File: config.mk
export PLATFORM = sky130hd
export DESIGN_NAME = reg_bank_seq
export DESIGN_NICKNAME = d
export VERILOG_FILES = /design/src/rtl/cisc_pkg.sv /design/src/rtl/seq_decode.sv /design/src/rtl/reg_bank_seq.sv
export SDC_FILE = /design/constraint.sdc
export NUM_CORES = 1
export LEC_CHECK = 0
export CORE_MARGIN = 4
export CORE_UTILIZATION = 48
export CTS_CLUSTER_DIAMETER = 120
export CTS_CLUSTER_SIZE = 28
export DETAILED_ROUTE_END_ITERATION = 16
export GPL_ROUTABILITY_DRIVEN = 0
export HOLD_SLACK_MARGIN = 0.03
export PLACE_DENSITY = 0.82
export SLEW_MARGIN = 40
export SYNTH_ARGS = -nofsm -noshare
export SYNTH_HDL_FRONTEND = slang
export SYNTH_HIERARCHICAL = 1
export SYNTH_SLANG_ARGS = --single-unit
File: constraint.sdc
create_clock -name clk -period 2.8 [get_ports clk]
set_clock_uncertainty 0.1 [all_clocks]
set_input_delay 0.56 -clock clk [delete_from_list [all_inputs] [get_ports clk]]
set_output_delay 0.56 -clock clk [all_outputs]
set_load 0.005 [all_outputs]
File: src/rtl/cisc_pkg.sv
// Shared opcode, state and instruction-field definitions for the mini-CISC sequencer.
package cisc_pkg;

  localparam logic [3:0] OP_NOP  = 4'h0;
  localparam logic [3:0] OP_LDI  = 4'h1;
  localparam logic [3:0] OP_MOV  = 4'h2;
  localparam logic [3:0] OP_ADD  = 4'h3;
  localparam logic [3:0] OP_SUB  = 4'h4;
  localparam logic [3:0] OP_AND  = 4'h5;
  localparam logic [3:0] OP_OR   = 4'h6;
  localparam logic [3:0] OP_XOR  = 4'h7;
  localparam logic [3:0] OP_NOT  = 4'h8;
  localparam logic [3:0] OP_HALT = 4'hF;

  localparam logic [2:0] ST_IDLE   = 3'd0;
  localparam logic [2:0] ST_DECODE = 3'd1;
  localparam logic [2:0] ST_IMM    = 3'd2;
  localparam logic [2:0] ST_EXEC   = 3'd3;
  localparam logic [2:0] ST_WB     = 3'd4;
  localparam logic [2:0] ST_HALT   = 3'd5;

  typedef struct packed {
    logic is_alu;
    logic is_ldi;
    logic is_halt;
    logic is_illegal;
  } dec_t;

  function automatic logic [3:0] fld_op(input logic [7:0] b);
    return b[7:4];
  endfunction

  function automatic logic [1:0] fld_rd(input logic [7:0] b);
    return b[3:2];
  endfunction

  function automatic logic [1:0] fld_rs(input logic [7:0] b);
    return b[1:0];
  endfunction

endpackage

File: src/rtl/seq_decode.sv
// Opcode class decode; purely combinational, zero latency, no flow control.
module seq_decode
  import cisc_pkg::*;
(
  input  logic [3:0] opcode,
  output dec_t       dec
);

  always_comb begin
    dec = '0;
    case (opcode)
      OP_NOP:  dec = '0;
      OP_LDI:  dec.is_ldi = 1'b1;
      OP_MOV, OP_ADD, OP_SUB, OP_AND,
      OP_OR,  OP_XOR, OP_NOT:
               dec.is_alu = 1'b1;
      OP_HALT: dec.is_halt = 1'b1;
      default: dec.is_illegal = 1'b1;
    endcase
  end

endmodule

File: src/rtl/reg_bank_seq.sv
// Instruction sequencer for the 4x8 bank and ALU; ALU op write-back 3+k cycles after accept.
// instr_ready is low outside IDLE/IMM, so bytes offered while busy stay on the bus unconsumed.
module reg_bank_seq
  import cisc_pkg::*;
#(
  parameter int ALU_TIMEOUT = 16,
  parameter int CNT_W       = 5
) (
  input  logic       clk,
  input  logic       rst,
  input  logic       instr_valid,
  input  logic [7:0] instr_data,
  output logic       instr_ready,
  output logic [3:0] load_en,
  output logic [7:0] load_data,
  output logic [3:0] alu_op,
  output logic [1:0] alu_a_sel,
  output logic [1:0] alu_b_sel,
  output logic       alu_start,
  input  logic       alu_done,
  output logic       wr_en,
  output logic [1:0] wr_sel,
  output logic       halted,
  output logic       err
);

  localparam logic [CNT_W-1:0] TO_LAST = CNT_W'(ALU_TIMEOUT - 1);

  logic [2:0]       state;
  logic [2:0]       nxt;
  logic [CNT_W-1:0] cnt;
  logic [3:0]       dec_op;
  dec_t             dec;
  logic             xfer;
  logic             timeout;

  // In IDLE the byte on the bus is classified so err can fire in the DECODE cycle;
  // afterwards the latched opcode drives the same decoder.
  assign dec_op = (state == ST_IDLE) ? fld_op(instr_data) : alu_op;

  seq_decode u_decode (
    .opcode (dec_op),
    .dec    (dec)
  );

  assign xfer    = instr_valid & instr_ready;
  assign timeout = (ALU_TIMEOUT != 0) && (cnt == TO_LAST) && !alu_done;

  always_comb begin
    nxt = state;
    case (state)
      ST_IDLE:   if (xfer) nxt = ST_DECODE;
      ST_DECODE: begin
        if (dec.is_ldi)       nxt = ST_IMM;
        else if (dec.is_alu)  nxt = ST_EXEC;
        else if (dec.is_halt) nxt = ST_HALT;
        else                  nxt = ST_IDLE;
      end
      ST_IMM:    if (xfer) nxt = ST_IDLE;
      ST_EXEC: begin
        if (alu_done)     nxt = ST_WB;
        else if (timeout) nxt = ST_IDLE;
      end
      ST_WB:     nxt = ST_IDLE;
      ST_HALT:   nxt = ST_HALT;
      default:   nxt = ST_IDLE;
    endcase
  end

  always_ff @(posedge clk or posedge rst) begin
    if (rst) begin
      state       <= ST_IDLE;
      cnt         <= '0;
      instr_ready <= 1'b1;
      load_en     <= '0;
      load_data   <= '0;
      alu_op      <= '0;
      alu_a_sel   <= '0;
      alu_b_sel   <= '0;
      alu_start   <= 1'b0;
      wr_en       <= 1'b0;
      wr_sel      <= '0;
      halted      <= 1'b0;
      err         <= 1'b0;
    end else begin
      state       <= nxt;
      instr_ready <= (nxt == ST_IDLE) || (nxt == ST_IMM);
      halted      <= (nxt == ST_HALT);
      alu_start   <= (state == ST_DECODE) && (nxt == ST_EXEC);
      cnt         <= (state == ST_EXEC) ? cnt + 1'b1 : '0;
      load_en     <= '0;
      wr_en       <= 1'b0;
      wr_sel      <= '0;
      err         <= 1'b0;

      if (state == ST_IDLE && xfer) begin
        alu_op    <= fld_op(instr_data);
        alu_a_sel <= fld_rd(instr_data);
        alu_b_sel <= fld_rs(instr_data);
        err       <= dec.is_illegal;
      end

      if (state == ST_IMM && xfer) begin
        load_data <= instr_data;
        load_en   <= 4'b0001 << alu_a_sel;
      end

      if (state == ST_EXEC) begin
        if (alu_done) begin
          wr_en  <= 1'b1;
          wr_sel <= alu_a_sel;
        end else if (timeout) begin
          err <= 1'b1;
        end
      end
    end
  end

endmodule

After elaboration in Yosys (flattened, before gate mapping)
Cells that the tools add are included.
{"block": "totals", "reg_bits": 35, "latchBits": 0, "ram_bits": 0, "rom_bits": 0, "inputBits": 12, "out_inout_bits": 27, "elab_cells": 67, "n_memories": 0}
{"block": "classes", "n_addsub": 1, "mul": 0, "div": 0, "order_cmp": 0, "n_eq_ne": 17, "n_shift": 1, "n_mux": 23, "bitwise": 1, "n_reduce_logical": 11}
{"cell": "3-bit 2-to-1 mux", "n": 7}
{"cell": "4-bit by 3-bit equality test with 1-bit output, second input constant", "n": 4}
{"cell": "3-bit case mux with 5 select lines", "n": 1}
{"cell": "3-bit by 2-bit equality test with 1-bit output, second input constant", "n": 4}
{"cell": "1-bit 2-to-1 mux", "n": 10}
{"cell": "10-bit OR reduction", "n": 1}
{"cell": "4-bit by 2-bit equality test with 1-bit output, second input constant", "n": 2}
{"cell": "4-bit equality test, second input constant", "n": 2}
{"cell": "4-bit 2-to-1 mux", "n": 2}
{"cell": "7-bit OR reduction", "n": 1}
{"cell": "3-bit equality test, second input constant", "n": 2}
{"cell": "3-bit logical NOT", "n": 2}
{"cell": "5-bit by 1-bit adder with 5-bit output, second input constant", "n": 1}
{"cell": "5-bit by 4-bit equality test with 1-bit output, second input constant", "n": 1}
{"cell": "5-bit 2-to-1 mux", "n": 1}
{"cell": "4-bit by 1-bit equality test with 1-bit output, second input constant", "n": 1}
{"cell": "1-bit logical AND", "n": 4}
{"cell": "4-bit logical NOT", "n": 1}
{"cell": "2-bit 2-to-1 mux", "n": 2}
{"cell": "1-bit by 2-bit << shifter with 4-bit output, first input constant", "n": 1}
{"cell": "3-bit by 1-bit equality test with 1-bit output, second input constant", "n": 1}
{"cell": "1-bit AND", "n": 1}
{"cell": "1-bit logical NOT", "n": 1}
{"cell": "1-bit logical OR", "n": 1}

Longest topological paths before layout
Gate-level depths: netlist of run 1.
{"block": "logic_depth", "depth_word": 10, "ltp_mapped": 7, "depth_no_buf": 7}

Cells and area by module
The synthesis of run 1 kept the hierarchy.
{"mod": "reg_bank_seq", "n_inst": 1, "cells_per_inst": 102, "area_each_um2": 1487.7, "seq_area_each_um2": 877.1}
{"mod": "seq_decode", "n_inst": 1, "cells_per_inst": 8, "area_each_um2": 55.1, "seq_area_each_um2": 0.0}

Least setup slack after synthesis of run 1
Ideal clock, no wire load.
{"block": "synth_path", "kind": "reg-to-reg", "start": "register state[2]", "end": "register state[0]", "setup_time_ns": 0.131, "arrival_ns": 2.116, "required_ns": 2.569, "path_slack_ns": 0.453, "stages_incl_launch_ff": 7, "n_path_buf": 0, "period_less_slack_ns": 2.347, "path_cell_list": "dfrtp_1 nor3_4 mux2_1 nor4b_1 o21bai_1 a21oi_1 or3_1"}
{"element": "start: declaration", "line_no": "reg_bank_seq.sv:29", "text": "logic [2:0] state;"}
{"element": "start signal: assignment", "line_no": "reg_bank_seq.sv:86", "text": "state <= nxt;"}

==> impl_metrics.yaml, run 1 <==
status:
  status: "finished, final reports clean"
logic_synthesis:
  yosys-top-cells-area: "dfrtp_1, mux2_4, mux2_1, and3_1, nor2_1"
  async_flop_share_pct: 100.0
  synth_area_um2: 1543
  avgSynthCellArea_um2: 14.02
  synth.distinct_cells: 35
  synth-seq-cells: 35
  synth_top_cell_by_area: "dfrtp_1"
  synth_flop_cell: "dfrtp_1"
  postSynthCellCount: 110
  yosysWarnings: 6
  synth_edf_count: 0
  syn-num-nets: 124
  synth_top_area_share_pct: 55.15
  ys_seq_area_share_pct: 56.85
sta:
  setup_violations: 0
  rsz0062_at_grt: "false"
  worst_slew_pin_slew_ns: 0.5988
  final_max_slew_viol_count: 0
  finalSetupTns_ns: 0
  finalCritPeriodShare_pct: 90.78
  fin_crit_ns: 2.542
  fmax_ghz: 0.3934
  hold_viol: 0
  relSlewSlack_pct: 60.08
job:
  cap_violations: 0
global_route:
  gr-usage-all-layers_pct: 15.98
  grt_pass1_wl_um: 5064
  grt_max_degree: 36
  grt_pass1_vias: 1094
  busiest_layer: "met2"
  met1_usage_pct: 19.20
  antenna_found_initial: 0
  grt_overflow: 0
  met2_usage_pct: 26.55
  grt_use_met3_pct: 3.640
finish:
  seq_area_um2: 877.1
  antennaDiodeCount: 0
  drive_gt1_share_pct: 19.11
  final_common_cell: "clkdlybuf4s50_1"
  mostFrequentLayoutCells: "clkdlybuf4s50_1, dfrtp_1, mux2_4"
  stdcell_area_um2: 2064
  multi_input_area_um2: 631.9
  fillers: 241
  nNetsFinal: 170
  stdcell_count: 201
  syn2layout_area_growth_pct: 33.82
critical_path:
  r2r_slack_ns: 0.26
  critPathMaxStageDelay_ns: 0.51
  worst_ep_required_time_ns: 2.98
  critPathTopFamily: "simple AND/OR/NAND/NOR gates"
  crit_buf_inv: 0
  critPathMaxFanout: 8
  cp_cell_sequence: "nor3_4 > mux2_1 > or4b_1 > o21ai_0 > o21bai_1 > a21oi_1 > or3_1"
  cp-end-kind: "register"
  cp.arrival_ns: 2.73
  crit_type: "reg -> reg"
  slowest_stage: "or4b_1"
  startpoint_type: "register"
route:
  drt-initial-drc-count: 55
  drc: 0
  via_count: 1026
  wl_um: 2888
  wl_per_cell_um: 14.37
  dr.pass1.iters: 4
  vias_per_cell: 5.104
  ant_nets: 0
clocking:
  post_cts_buffers: 0
  clkTransAtPathRegs_ns: 0.10
  clock_path_buffers: 2
  cts_root_buf: "clkbuf_4"
  clock_sinks: 35
  tritoncts: "yes"
  postCtsResizedCells: 0
  numCtsBuffers: 5
  cts_hold_buf: 0
  clk_latency_ns: 0.34
  h-tree-depth: 2
min_path:
  hold_path_class: "reg -> reg"
floorplan:
  die_w_um: 64.69
  io_pins: 39
  dieArea_um2: 4185
  chipHeight_um: 64.69
  core-area_um2: 3053
  start_util_pct: 50.53
  rows: 20
placed_design:
  dpl-instance-area_um2: 1978
  dpl.cell_count: 193
  hpwl_um: 2099
  portBuffers: 38
power:
  leakagePower_nw: 0.9466
  irDropWorstVdd_mv: 0.5309
  pwr_density_cell_nw_per_um2: 986.4
[sequential cells by signal, indices dropped and copies added (netlist names)]
register,cells
load_data,8
cnt,5
alu_op,4
load_en,4
state,3
alu_a_sel,2
alu_b_sel,2
wr_sel,2
alu_start,1
err,1
halted,1
instr_ready,1
wr_en,1
[worst paths after layout]
path,depth (start not counted),start,endpoint
min,1,cnt[0],cnt[0]
max,7,state[2],state[0]
max in group asynchronous,3,rst,instr_ready
min reg2reg,1,cnt[0],cnt[0]
max reg2reg,7,state[2],state[0]
min in group asynchronous,3,rst,load_data[0]
[layer usage]
| layer | vias up | part of all wire [%] |
|---|---|---|
| li1 | 485 | - |
| met3 | 6 | 4.5 |
| met1 | 512 | 44 |
| met2 | 23 | 50 |
| met4 | 0 | 1.4 |
| met5 | - | 0 |
[synthesized netlist by cell type, types with 2 or more instances]
cell,count
and3_1,5
nand3_1,2
mux2_4,14
ha_1,2
and2_1,2
or3_1,2
o21bai_1,3
buf_6,2
inv_1,3
mux2_1,6
dfrtp_1,34
nor2_1,8
and3b_1,3
nand2_1,2
a21oi_1,2
[logic make-up (layout without fill, tap and decap cells)]
family	Yosys count	count (layout)	synth area share [%]
AOI/OAI and AO/OA	10	10	4.542
xor gates and xnor gates	2	2	1.136
adders and majority gates	2	2	1.622
buffers and inverters	5	52	2.190
DFF	35	35	56.85
muxes	20	20	18.00
and+or+nand+nor	36	36	15.65
[final cells by class]
| cell class | instances | share of cell area [%] |
|---|---|---|
| Clock buffer | 6 | 2.485 |
| Clock inverter | 2 | 1.697 |
| Tap cell | 44 | 2.667 |
| Multi-Input combinational cell | 70 | 30.61 |
| Timing Repair Buffer | 41 | 19.52 |
| Inverter | 3 | 0.5455 |
| Sequential cell | 35 | 42.48 |
[power breakdown]
part / total, W / internal, W / switching, W
sequential: 0.000803 / 0.000671 / 0.000132
combinational: 0.000857 / 0.000558 / 0.000298
clock: 0.000377 / 0.000211 / 0.000166
[through the flow]
stage / power, W / hold slack, ns / worst slack (ns) / util [%]
2_1_floorplan: 0.001281 / 0.3329 / 0.4531 / -
3_3_place_gp: 0.001652 / 0.3499 / 0.2016 / 64.80
3_5_place_dp: 0.001677 / 0.3644 / 0.1201 / 64.80
4_1_cts: 0.002062 / 0.3786 / 0.2658 / 67.62
5_1_grt: 0.002173 / 0.4196 / 0.1466 / 67.62
6_report: 0.002036 / 0.3809 / 0.2582 / 67.62
Note: power is estimated with default switching activity, not from simulation.
==> run 2, diff against run 1 <==
--- a/config.mk
+++ b/config.mk
@@ -5,7 +5,7 @@
 export SDC_FILE = /design/constraint.sdc
 export NUM_CORES = 1
 export LEC_CHECK = 0
-export CORE_MARGIN = 4
+export CORE_MARGIN = 3
 export CORE_UTILIZATION = 48
 export CTS_CLUSTER_DIAMETER = 120
 export CTS_CLUSTER_SIZE = 28
@@ -13,6 +13,7 @@
 export GPL_ROUTABILITY_DRIVEN = 0
 export HOLD_SLACK_MARGIN = 0.03
 export PLACE_DENSITY = 0.82
+export REMOVE_ABC_BUFFERS = 1
 export SLEW_MARGIN = 40
 export SYNTH_ARGS = -nofsm -noshare
 export SYNTH_HDL_FRONTEND = slang
==> run 2 against run 1 <==
Against the previous run:
- first-iteration DRC count fell by 58%
- register-to-register slack got worse by 0.06 ns
- final cell count decreased by 0.50%
- critical endpoint is now state[2]
- routed wire length rose by 5.2%
- largest cell class unchanged
==> impl_metrics.yaml, run 2 (synthesis results as in run 1) <==
sta:
  rsz0062_at_grt: "false"
  final_max_slew_viol_count: 0
  setup_violations: 0
  worst_slew_pin_slew_ns: 0.6556
  relSlewSlack_pct: 56.29
  finalSetupTns_ns: 0
  fin_crit_ns: 2.598
  hold_viol: 0
  finalCritPeriodShare_pct: 92.77
  setup_slack_ns: 0.2023
  fmax_ghz: 0.3850
global_route:
  grt_pass1_wl_um: 5547
  grt_pass1_vias: 1149
  gr-usage-all-layers_pct: 18.15
  grt_max_degree: 36
  grt_overflow: 0
  antenna_found_initial: 0
critical_path:
  crit_buf_inv: 0
  slowest_stage: "or4b_1"
  crit_type: "reg -> reg"
  cp.arrival_ns: 2.72
  cp-end-kind: "register"
  startpoint_type: "register"
  critPathMaxStageDelay_ns: 0.53
  critPathTopFamily: "simple AND/OR/NAND/NOR gates"
  critPathMaxFanout: 8
  cp_cell_sequence: "nor3_4 > mux2_1 > or4b_1 > o21ai_0 > nor2_1 > a21oi_1 > o21bai_1"
  worst_ep_required_time_ns: 2.92
clocking:
  clock_path_buffers: 2
  h-tree-depth: 2
  clk_latency_ns: 0.33
  numCtsBuffers: 5
  cts_root_buf: "clkbuf_4"
  tritoncts: "yes"
  clkTransAtPathRegs_ns: 0.10
  cts_hold_buf: 0
  post_cts_buffers: 0
  postCtsResizedCells: 0
  clock_sinks: 35
power:
  pwr_density_cell_nw_per_um2: 957.5
  p_total_w: 0.001956
  irDropWorstVdd_mv: 0.4777
  leakagePower_nw: 0.9390
floorplan:
  chipHeight_um: 62.69
  die_w_um: 62.69
  dieArea_um2: 3930
  rows: 19
  start_util_pct: 53.19
  io_pins: 39
  core-area_um2: 2900
placed_design:
  hpwl_um: 2242
  dpl.cell_count: 192
  portBuffers: 38
  preCtsSetupSlack_ns: 0.07290
route:
  drc: 0
  dr.pass1.iters: 4
  via_count: 1042
  drt-initial-drc-count: 23
  wl_um: 3037
  ant_nets: 0
  wl_per_cell_um: 15.19
  vias_per_cell: 5.210
finish:
  drive_gt1_share_pct: 18.99
  stdcell_count: 200
  largest-register: "load_data"
  top_regs: "load_data (8), cnt (5)"
  final_common_cell: "clkdlybuf4s50_1"
  syn2layout_area_growth_pct: 32.44
  antennaDiodeCount: 0
  fillers: 220
  fin_util_pct: 70.45
  mostFrequentLayoutCells: "clkdlybuf4s50_1, dfrtp_1, mux2_4"
  largest_register_ffs: 8
  nNetsFinal: 171
job:
  cap_violations: 0
min_path:
  hold_path_class: "reg -> reg"
status:
  status: "finished, final reports clean"
[run 2: cell types whose count changed in the layout (fill, tap and decap cells not counted)]
cell | before | now
clkbuf_1 | 0 | 1
bufinv_16 | 1 | 0
buf_4 | 3 | 4
[run 2: power by group]
group          total (W)  internal (W)  switching (W)  leakage [nW]
logic           0.000874      0.000562       0.000313         0.455
registers       0.000801      0.000671       0.000131         0.449
clock network   0.000281      0.000122       0.000159        0.0353
[run 2: final cells by class]
class	instances	area [um^2]	area share, %
Inverter	3	11.26	0.5511
Clock inverter	1	5.005	0.2449
Timing Repair Buffer	42	410.4	20.09
Clock buffer	7	55.05	2.694
Tap cell	42	52.55	2.572
Multi-Input combinational cell	70	631.9	30.92
Sequential cell	35	877.1	42.93
[run 2: worst register-to-register path, cell delays in order (launching register included)]
cell,delay [ns]
dfrtp_1,0.50
nor3_4,0.34
mux2_1,0.44
or4b_1,0.53
o21ai_0,0.15
nor2_1,0.12
a21oi_1,0.23
o21bai_1,0.09
[run 2: final timing paths]
kind,start,slack (ns),endpoint,cells after the start
max in group asynchronous,rst,1.76,instr_ready,3
max,state[2],0.20,state[2],7
min in group asynchronous,rst,0.51,load_en[3],3
min reg2reg,cnt[0],0.37,cnt[0],1
max reg2reg,state[2],0.20,state[2],7
min,cnt[0],0.37,cnt[0],1
[run 2: routing by layer]
metal  routed length [um]  GRT usage, %  vias to the layer above
met5                    0             0                        -
met4                   47         6.612                        0
met3                  163         6.115                        5
met2                 1600         31.69                       28
met1                 1225         20.52                      519
li1                     -             -                      490
[run 2: stage by stage]
stage,area (um^2),hold WS (ns)
after floorplan,1520,0.3329
after global placement,1983,0.3430
after detailed placement,1983,0.3548
after CTS,2043,0.3712
after global routing,2043,0.4030
final,2043,0.3710
